`src/rtl/ghash_pkg.sv`:
```
// ---------------------------------------------------------------------------
// ghash_pkg
//   Shared definitions for the GHASH sequencer of the AES-GCM core:
//   block/length widths, the controller state encoding, and the helper that
//   turns a bit length into a count of 128-bit blocks.
// ---------------------------------------------------------------------------
package ghash_pkg;

  localparam int GHASH_BLK_W = 128;
  localparam int LEN_W       = 64;

  typedef enum logic [2:0] {
    ST_IDLE      = 3'd0,
    ST_AAD       = 3'd1,
    ST_CT        = 3'd2,
    ST_ISSUE     = 3'd3,
    ST_WAIT      = 3'd4,
    ST_LEN_ISSUE = 3'd5,
    ST_LEN_WAIT  = 3'd6
  } ghState_e;

  // ceil(lenBits / 128). The sum is one bit wider so a length near 2^64
  // cannot wrap before the shift.
  function automatic logic [LEN_W-1:0] lenToBlocks(input logic [LEN_W-1:0] lenBits);
    logic [LEN_W:0] padded;
    padded = {1'b0, lenBits} + (LEN_W+1)'(GHASH_BLK_W - 1);
    return LEN_W'(padded >> $clog2(GHASH_BLK_W));
  endfunction

endpackage

```
`src/rtl/ghash_blk_counter.sv`:
```
// ---------------------------------------------------------------------------
// ghash_blk_counter
//   Loadable down-counter of blocks still expected in one message phase.
//   Ports:
//     iClk, iRst  clock, synchronous active-high reset (count -> 0)
//     iLoad       load iLoadVal (has priority over iDec)
//     iLoadVal    block count for the phase
//     iDec        one block consumed; saturates at zero
//     oZero       no blocks left in this phase
// ---------------------------------------------------------------------------
module ghash_blk_counter
  import ghash_pkg::*;
#(
  parameter int CNT_W = 32
) (
  input  logic             iClk,
  input  logic             iRst,
  input  logic             iLoad,
  input  logic [CNT_W-1:0] iLoadVal,
  input  logic             iDec,
  output logic             oZero
);

  logic [CNT_W-1:0] count;

  // NOTE: sequential state is written with <= so every flop samples the
  // pre-edge values of its inputs, independent of block evaluation order.
  always_ff @(posedge iClk) begin
    if (iRst) begin
      count <= '0;
    end else if (iLoad) begin
      count <= iLoadVal;
    end else if (iDec && !oZero) begin
      count <= count - CNT_W'(1);
    end
  end

  assign oZero = (count == '0);

endmodule

```
`src/rtl/ghash_ctrl.sv`:
```
// ---------------------------------------------------------------------------
// ghash_ctrl
//   Sequencer for the GHASH datapath. Accepts zero-padded AAD then ciphertext
//   blocks, issues each block with the running hash Y to the external
//   multiplier, folds the product back into Y, then appends the GCM length
//   block and presents the final hash S.
//   Ports:
//     iClk, iRst             clock, synchronous active-high reset
//     iHashkey_valid         H loaded in the datapath (sticky until reset)
//     iStart, iAad_len,
//     iCt_len                message start and bit lengths (IDLE only)
//     iBlock, iBlock_valid,
//     oBlock_ready           upstream block handshake
//     oPhase_ct              0 = AAD expected, 1 = ciphertext phase
//     oGh_ctext, oGh_y,
//     oGh_ctext_valid,
//     oGh_next               operands and start pulse to the multiplier
//     iGh_y, iGh_y_valid     multiplier product (X ^ Y) * H
//     oBusy                  controller outside IDLE
//     oTag_hash, oTag_valid  final S and its one-cycle strobe
//   Block vectors are [0:127]: bit 0 is the GCM most significant bit.
// ---------------------------------------------------------------------------
module ghash_ctrl
  import ghash_pkg::*;
#(
  parameter int CNT_W = 32
) (
  input  logic                   iClk,
  input  logic                   iRst,
  input  logic                   iHashkey_valid,
  input  logic                   iStart,
  input  logic [LEN_W-1:0]       iAad_len,
  input  logic [LEN_W-1:0]       iCt_len,
  input  logic [0:GHASH_BLK_W-1] iBlock,
  input  logic                   iBlock_valid,
  output logic                   oBlock_ready,
  output logic                   oPhase_ct,
  output logic [0:GHASH_BLK_W-1] oGh_ctext,
  output logic [0:GHASH_BLK_W-1] oGh_y,
  output logic                   oGh_ctext_valid,
  output logic                   oGh_next,
  input  logic [0:GHASH_BLK_W-1] iGh_y,
  input  logic                   iGh_y_valid,
  output logic                   oBusy,
  output logic [0:GHASH_BLK_W-1] oTag_hash,
  output logic                   oTag_valid
);

  ghState_e               state;
  ghState_e               stateNext;
  logic                   keyLoaded;
  logic [LEN_W-1:0]       aadLenQ;
  logic [LEN_W-1:0]       ctLenQ;
  logic [0:GHASH_BLK_W-1] yQ;

  logic [CNT_W-1:0]       nAad;
  logic [CNT_W-1:0]       nCt;
  logic                   aadZero;
  logic                   ctZero;

  logic                   startAcc;
  logic                   blockAcc;
  logic                   prodAcc;
  logic                   lenAcc;
  logic                   lastProd;
  logic                   emptyMsg;

  assign nAad = CNT_W'(lenToBlocks(iAad_len));
  assign nCt  = CNT_W'(lenToBlocks(iCt_len));

  assign startAcc = (state == ST_IDLE) && iStart && keyLoaded;
  assign blockAcc = oBlock_ready && iBlock_valid;
  // Products arriving in any other state (e.g. in flight across a reset)
  // are dropped here rather than filtered upstream.
  assign prodAcc  = (state == ST_WAIT) && iGh_y_valid;
  // During the tag strobe cycle the FSM still sits in LEN_WAIT; a second
  // valid in that cycle must not re-capture S.
  assign lenAcc   = (state == ST_LEN_WAIT) && iGh_y_valid && !oTag_valid;
  assign lastProd = aadZero && ctZero;
  assign emptyMsg = (nAad == '0) && (nCt == '0);

  ghash_blk_counter #(.CNT_W(CNT_W)) u_aad_cnt (
    .iClk     (iClk),
    .iRst     (iRst),
    .iLoad    (startAcc),
    .iLoadVal (nAad),
    .iDec     (blockAcc && (state == ST_AAD)),
    .oZero    (aadZero)
  );

  ghash_blk_counter #(.CNT_W(CNT_W)) u_ct_cnt (
    .iClk     (iClk),
    .iRst     (iRst),
    .iLoad    (startAcc),
    .iLoadVal (nCt),
    .iDec     (blockAcc && (state == ST_CT)),
    .oZero    (ctZero)
  );

  // NOTE: stateNext gets a default before the case so every path assigns it
  // and no latch is inferred.
  always_comb begin
    stateNext = state;
    unique case (state)
      ST_IDLE: begin
        if (startAcc) begin
          if (nAad != '0)     stateNext = ST_AAD;
          else if (nCt != '0) stateNext = ST_CT;
          else                stateNext = ST_LEN_ISSUE;
        end
      end
      ST_AAD, ST_CT: begin
        if (iBlock_valid) stateNext = ST_ISSUE;
      end
      ST_ISSUE: stateNext = ST_WAIT;
      ST_WAIT: begin
        if (iGh_y_valid) begin
          if (!aadZero)     stateNext = ST_AAD;
          else if (!ctZero) stateNext = ST_CT;
          else              stateNext = ST_LEN_ISSUE;
        end
      end
      ST_LEN_ISSUE: stateNext = ST_LEN_WAIT;
      // Stay one extra cycle so the tag strobe coincides with a busy state.
      ST_LEN_WAIT: begin
        if (oTag_valid) stateNext = ST_IDLE;
      end
      default: stateNext = ST_IDLE;
    endcase
  end

  always_ff @(posedge iClk) begin
    if (iRst) begin
      state <= ST_IDLE;
    end else begin
      state <= stateNext;
    end
  end

  // Operand registers double as the issue outputs: they are loaded on the
  // edge that enters an issue state, so they are valid during the issue
  // cycle and simply hold afterwards.
  always_ff @(posedge iClk) begin
    if (iRst) begin
      keyLoaded  <= 1'b0;
      aadLenQ    <= '0;
      ctLenQ     <= '0;
      yQ         <= '0;
      oGh_ctext  <= '0;
      oGh_y      <= '0;
      oTag_hash  <= '0;
      oTag_valid <= 1'b0;
    end else begin
      oTag_valid <= 1'b0;

      if (iHashkey_valid) begin
        keyLoaded <= 1'b1;
      end

      if (startAcc) begin
        aadLenQ <= iAad_len;
        ctLenQ  <= iCt_len;
        yQ      <= '0;
        // Zero-length message goes straight to the length block with Y = 0.
        if (emptyMsg) begin
          oGh_ctext <= {iAad_len, iCt_len};
          oGh_y     <= '0;
        end
      end

      if (blockAcc) begin
        oGh_ctext <= iBlock;
        oGh_y     <= yQ;
      end

      if (prodAcc) begin
        yQ <= iGh_y;
        // Final data product: the length block is issued next cycle and
        // must already see the new Y.
        if (lastProd) begin
          oGh_ctext <= {aadLenQ, ctLenQ};
          oGh_y     <= iGh_y;
        end
      end

      if (lenAcc) begin
        oTag_hash  <= iGh_y;
        oTag_valid <= 1'b1;
      end
    end
  end

  assign oBlock_ready    = (state == ST_AAD) || (state == ST_CT);
  assign oGh_next        = (state == ST_ISSUE) || (state == ST_LEN_ISSUE);
  assign oGh_ctext_valid = oGh_next;
  assign oBusy           = (state != ST_IDLE);
  // Once the AAD counter has drained the message is in its ciphertext phase,
  // including the issue/wait cycles of the last AAD block.
  assign oPhase_ct       = (state != ST_IDLE) && aadZero;

endmodule
```
`config.mk`:
```
export PLATFORM = sky130hd
export DESIGN_NAME = ghash_ctrl
export DESIGN_NICKNAME = d
export VERILOG_FILES = /design/src/rtl/ghash_pkg.sv /design/src/rtl/ghash_blk_counter.sv /design/src/rtl/ghash_ctrl.sv
export SDC_FILE = /design/constraint.sdc
export NUM_CORES = 2
export LEC_CHECK = 0
export BUFFER_PORTS_ARGS = -buffer_cell sky130_fd_sc_hd__buf_4
export CORE_AREA = 2 2 303 305
export DETAILED_ROUTE_END_ITERATION = 12
export DIE_AREA = 0 0 305 307
export GPL_TIMING_DRIVEN = 0
export SLEW_MARGIN = 40
export SYNTH_ARGS = -nofsm -noshare
export SYNTH_HDL_FRONTEND = slang
export SYNTH_HIERARCHICAL = 1
export SYNTH_SLANG_ARGS = --single-unit
```
`constraint.sdc`:
```
create_clock -name iClk -period 6 [get_ports iClk]
set_clock_uncertainty 0.1 [all_clocks]
set_input_delay 0.6 -clock iClk [delete_from_list [all_inputs] [get_ports iClk]]
set_output_delay 0.6 -clock iClk [all_outputs]
set_load 0.005 [all_outputs]
```
Yosys cells after proc, flatten, opt, wreduce, memory -nomap -nowiden. Cells that the tools add are included.

Register bits: 709. Latch bits: 0. Memory bits (writable): 0. ROM bits: 0. Input bits: 390. Output and inout bits: 390. Memories kept: 0.

Add/sub/neg operators: 4. $mul: 0. Divide/modulo/power cells: 0. Order comparisons: 0. Eq/ne operators: 10. Shift-type cells: 0. Muxes and demuxes: 26. Bitwise logic cells: 0. Reductions and logical operators: 31.

Operator list (count): two-way mux 128 bit (12); logical NOT 32 bit (4); two-way mux 32 bit (4); adder 39 x 7 -> 39 bit (second input constant) (2); nonzero test 32 bit (2); subtractor 32 x 1 -> 32 bit (second input constant) (2); two-way mux 3 bit (8); one-hot mux 3 bit (6 select lines) (1); logical AND 1 bit (13); equality test 3 bit (second input constant) (3); != test 2 bit (second input constant) (4); equality test 3 x 2 -> 1 bit (second input constant) (2); nonzero test 2 bit (3); AND reduction 4 bit (1); equality test 3 x 1 -> 1 bit (second input constant) (1); logical NOT 1 bit (3); logical NOT 3 bit (1); nonzero test 3 bit (1); logical OR 1 bit (2); OR reduction 2 bit (1); two-way mux 1 bit (1).

Logic depth before layout (Yosys ltp).
Word-level depth: 8. Depth in mapped cells: 13. Mapped depth without buffers: 10.

Hierarchy. The synthesis kept the hierarchy.

Modules (own cells, without submodules): ghash_ctrl (instances 1, cells each 3194, area an instance 26670.6 um^2, sequential area each 12912.4 um^2); ghash_blk_counter (instances 2, cells each 233, area an instance 1993.2 um^2, sequential area each 640.6 um^2).

Worst setup path after synthesis. Ideal clock, no wire load.

Kind: input-to-reg. Start: input iAad_len[21]. End: register oGh_ctext[100] in the netlist's numbering. Arrival: 3252 ps. Required time: 5797 ps. Path slack: 2544 ps. Stages on the path: 12. Path through: clkbuf_1 -> nand3_1 -> nor3_1 -> nand4_1 -> nor4_2 -> mux2i_1 -> and4_1 -> nand4_2 -> and3_1 -> buf_6 -> buf_6 -> a2111oi_2.

Word-level cells in the longest chain between the ends: 8.

Ends and longest elaborated chain: start, declared (RTL line ghash_ctrl.sv:32) `input logic [LEN_W-1:0] iAad_len,`; adder 39 x 7 -> 39 bit * (RTL line ghash_pkg.sv:26) `padded = {1'b0, lenBits} + (LEN_W+1)'(GHASH_BLK_W - 1);`; logical NOT 32 bit * (RTL line ghash_ctrl.sv:80) `assign emptyMsg = (nAad == '0) && (nCt == '0);`; logical AND 1 bit * (RTL line ghash_ctrl.sv:80); two-way mux 128 bit * (RTL line ghash_ctrl.sv:165) `if (emptyMsg) begin`; two-way mux 128 bit * (RTL line ghash_ctrl.sv:160) `if (startAcc) begin`; two-way mux 128 bit * (RTL line ghash_ctrl.sv:171) `if (blockAcc) begin`; two-way mux 128 bit (RTL line ghash_ctrl.sv:180) `if (lastProd) begin`; two-way mux 128 bit * (RTL line ghash_ctrl.sv:176) `if (prodAcc) begin`; end signal, assigned (RTL line ghash_ctrl.sv:166) `oGh_ctext <= {iAad_len, iCt_len};`; end signal, assigned (RTL line ghash_ctrl.sv:172) `oGh_ctext <= iBlock;`; end signal, assigned (RTL line ghash_ctrl.sv:181) `oGh_ctext <= {aadLenQ, ctLenQ};`; end, declared (RTL line ghash_ctrl.sv:38) `output logic [0:GHASH_BLK_W-1] oGh_ctext,`.

Every way passes the cells marked *; elsewhere a longest branch is shown, timed or not. A chain may end at the register's enable or synchronous reset.

Worst setup path after layout.
Start: register u_aad_cnt.count[1]. End: register oGh_ctext[125] in the netlist's numbering.

Word-level cells in the longest chain between the ends: 4.

Ends and longest elaborated chain: start, declared (RTL line ghash_blk_counter.sv:24) `logic [CNT_W-1:0] count;`; start signal, assigned (RTL line ghash_blk_counter.sv:32) `count <= iLoadVal;`; start signal, assigned (RTL line ghash_blk_counter.sv:34) `count <= count - CNT_W'(1);`; logical NOT 32 bit (RTL line ghash_blk_counter.sv:38) `assign oZero = (count == '0);`; named net aadZero (RTL line ghash_ctrl.sv:58) `logic aadZero;`; logical AND 1 bit (RTL line ghash_ctrl.sv:79) `assign lastProd = aadZero && ctZero;`; two-way mux 128 bit (RTL line ghash_ctrl.sv:180); two-way mux 128 bit (RTL line ghash_ctrl.sv:176).

The timed path passes the listed nets, and every way through them passes these cells.

==> flow_summary.ini <==
[grt]
grt_pass1_wl_um = 197000
first_global_vias = 30100
grt_max_degree = 15
grt_use_total = 0.278
antenna_found_initial = 12
grt_remaining_overflow = 0

[setup_path]
arrival_ps = 4960
critPathTopFamily = simple AND/OR/NAND/NOR gates
cp_cell_sequence = inv_1, ha_1, nor3b_1, nand4_4, nor3_1, nand3_1, clkbuf_2, clkbuf_2, clkbuf_2, o22ai_1, a211oi_1
cp-end-kind = register
crit_slowest_cell = nor3_1
start_kind = register
critPathKind = register to register
cp_max_fo = 10
cpPeakStageDelay_ps = 680
required_ps = 6420
cp_num_buf_inv = 4
crit_path_frequent_cell = clkbuf_2

[drt]
routed_wl_um = 136000
routed-wl-met3_um = 10200
route.met2.wl_um = 64700
ant_nets = 0
drt_iter0_drc = 2785
num_vias = 31600
topRoutingLayerUsed = met5
viasPerCell = 5.47
drt_pass1_iterations = 5
drc_errors = 0
met1_length_um = 56500
wire_per_inst_um = 23.6

[cts]
clockBufferDepth = 3
post_cts_resized = 0
clk_latency_ps = 680
cts.sinks = 709
postCtsSetupRepairBufs = 0
cts-root-buf = clkbuf_16
htree_levels = 3
cts_tree = done
holdBufCountCts = 0
clkTransAtPathRegs_ps = 70
cts_inserted_buffers = 83

[logic_synthesis]
yosys_most_used_dff = dfxtp_1
syn_avg_cell_area_um2 = 8.38
synth_largest_area_cell = dfxtp_1
yosysWarnings = 6
synth_top_area_frac = 0.463
ys_seq_area_frac = 0.463
ys_types = 72
synthTopCellsByArea = dfxtp_1 (46%), nand2_1 (8.7%), a21oi_1 (4.7%), a311oi_1 (4.4%), a22oi_1 (4.4%)
ys_seq_elements = 709
synth_area_um2 = 30700
async_flop_share = 0
synth_edf_count = 0
synthCells = 3660
yosysMostFrequentCell = nand2_1
synth_commonest_cells = nand2_1 (714), dfxtp_1 (709), nor2_1 (344), a21oi_1 (286), clkbuf_1 (268)
synth_fp_nets = 4052

[sta]
slew_violations = 0
rsz0062_at_grt = no
finalSetupViolations = 0
hold_violations = 0
max_slew_margin = 0.423
fmax_ghz = 0.221
period_share = 0.756
setup-tns-final_ps = 0
worst_pin_slew_ps = 861
min_period_ps = 4530

[worst_hold_path]
hp-class = primary input to register

[die]
core_um2 = 90700
die_area_um2 = 93600
num_io_pins = 780
fp-row-count = 111
start_util = 0.338
die_h_um = 307
die_x_um = 305

[place]
dp_cells = 5612
gp_congestion = 0.905
hpwl_um = 103000
io_buffers = 765

[power_and_ir_drop]
net-switching-power_mw = 4.48
power_switching_share = 0.319
p_clk_frac = 0.389
internal_power_mw = 9.57
peakVddDrop_v = 0.000241
finalPower_mw = 14.0
p_leak_nw = 15.6
powerDensity_nw_per_um2 = 343
seq_power_share = 0.384
pwr-share-comb = 0.227

[finish]
syn2layout_area_growth_pct = 33.5
nets = 4903
final_layout_size_suffix_gt1_frac = 0.236
stdcell_count = 5770

[run_status]
outcome = finished clean

[flow_run]
cap_violations = 0
-- final timing paths --
path,startpoint,to,slack (ps),cells after the start
hold / removal,iHashkey_valid,keyLoaded,70,3
setup / recovery,u_aad_cnt/count[1],oGh_ctext[125],1470,11
setup reg to reg,u_aad_cnt/count[1],oGh_ctext[125],1470,11
hold reg to reg,oTag_hash[35],oTag_hash[35],350,2
-- worst register-to-register path, stage by stage (launching register included) --
cell	delay [ps]
dfxtp_1	340
inv_1	100
ha_1	200
nor3b_1	490
nand4_4	270
nor3_1	680
nand3_1	460
clkbuf_2	500
clkbuf_2	470
clkbuf_2	430
o22ai_1	280
a211oi_1	60
-- cell families after synthesis --
family                     count (synthesis)  synth area share
and+or+nand+nor                         1422             0.205
AOI/OAI and AO/OA                        961             0.230
DFF                                      709             0.463
buffers and inverters                    411            0.0545
xor gates and xnor gates                  87            0.0249
muxes                                     68            0.0222
adders and majority gates                  2          0.000816
-- power groups by stage --
| stage | registers [mW] | clock network [mW] | logic (mW) |
|---|---|---|---|
| floorplan | 5.44 | 0 | 1.78 |
| global placement | 5.48 | 0 | 3.14 |
| detailed placement | 5.49 | 0 | 3.16 |
| CTS | 5.39 | 5.55 | 3.18 |
| global route | 5.44 | 5.73 | 3.45 |
| finish | 5.40 | 5.46 | 3.19 |
-- per-layer routing --
| metal | vias up | GRT usage |
|---|---|---|
| met5 | - | 0 |
| met4 | 4 | 0.104 |
| met3 | 245 | 0.0644 |
| met2 | 1149 | 0.461 |
| met1 | 15400 | 0.351 |
| li1 | 14800 | - |
-- sequential cells by signal (all words and copies together), names as in the netlist, 32 cells and up --
| name | flops |
|---|---|
| aadLenQ | 64 |
| ctLenQ | 64 |
| yQ | 128 |
| oTag_hash | 128 |
| u_aad_cnt/count | 32 |
| oGh_ctext | 128 |
| oGh_y | 128 |
| u_ct_cnt/count | 32 |
-- cell type report --
cell class	instances	area, um^2
diodes	6	15.0
flip-flops and latches	709	14200
well taps	1186	1480
fillers	9071	49800
clock inverters	36	607
inverters	88	330
multi-input cells	2540	14800
clock buffers	116	2360
plain buffers	323	1380
repair buffers	766	5760
-- cell usage in the layout (no fill, tap or decap), types with 60 or more instances in the layout --
master     count
buf_4        772
nand2_1      714
dfxtp_1      709
nor2_1       343
a21oi_1      286
clkbuf_1     256
a22oi_1      178
nand3_1      161
a311oi_1     153
inv_1         85
clkbuf_16     83
o22ai_1       82
mux2i_1       68
a2111oi_2     60
-- per-stage QoR --
step                      hold WS (ps)  cell area [um^2]  utilization  setup slack, ps
after floorplan                    336             30700            -             2540
after global placement             342             37900        0.418             1050
after detailed placement           347             37900        0.418             1470
after CTS                         21.3             40900        0.451             1430
after global routing              46.3             40900        0.451             1260
final                             65.8             40900        0.451             1470
No activity file was read; power rests on OpenSTA's default activity.
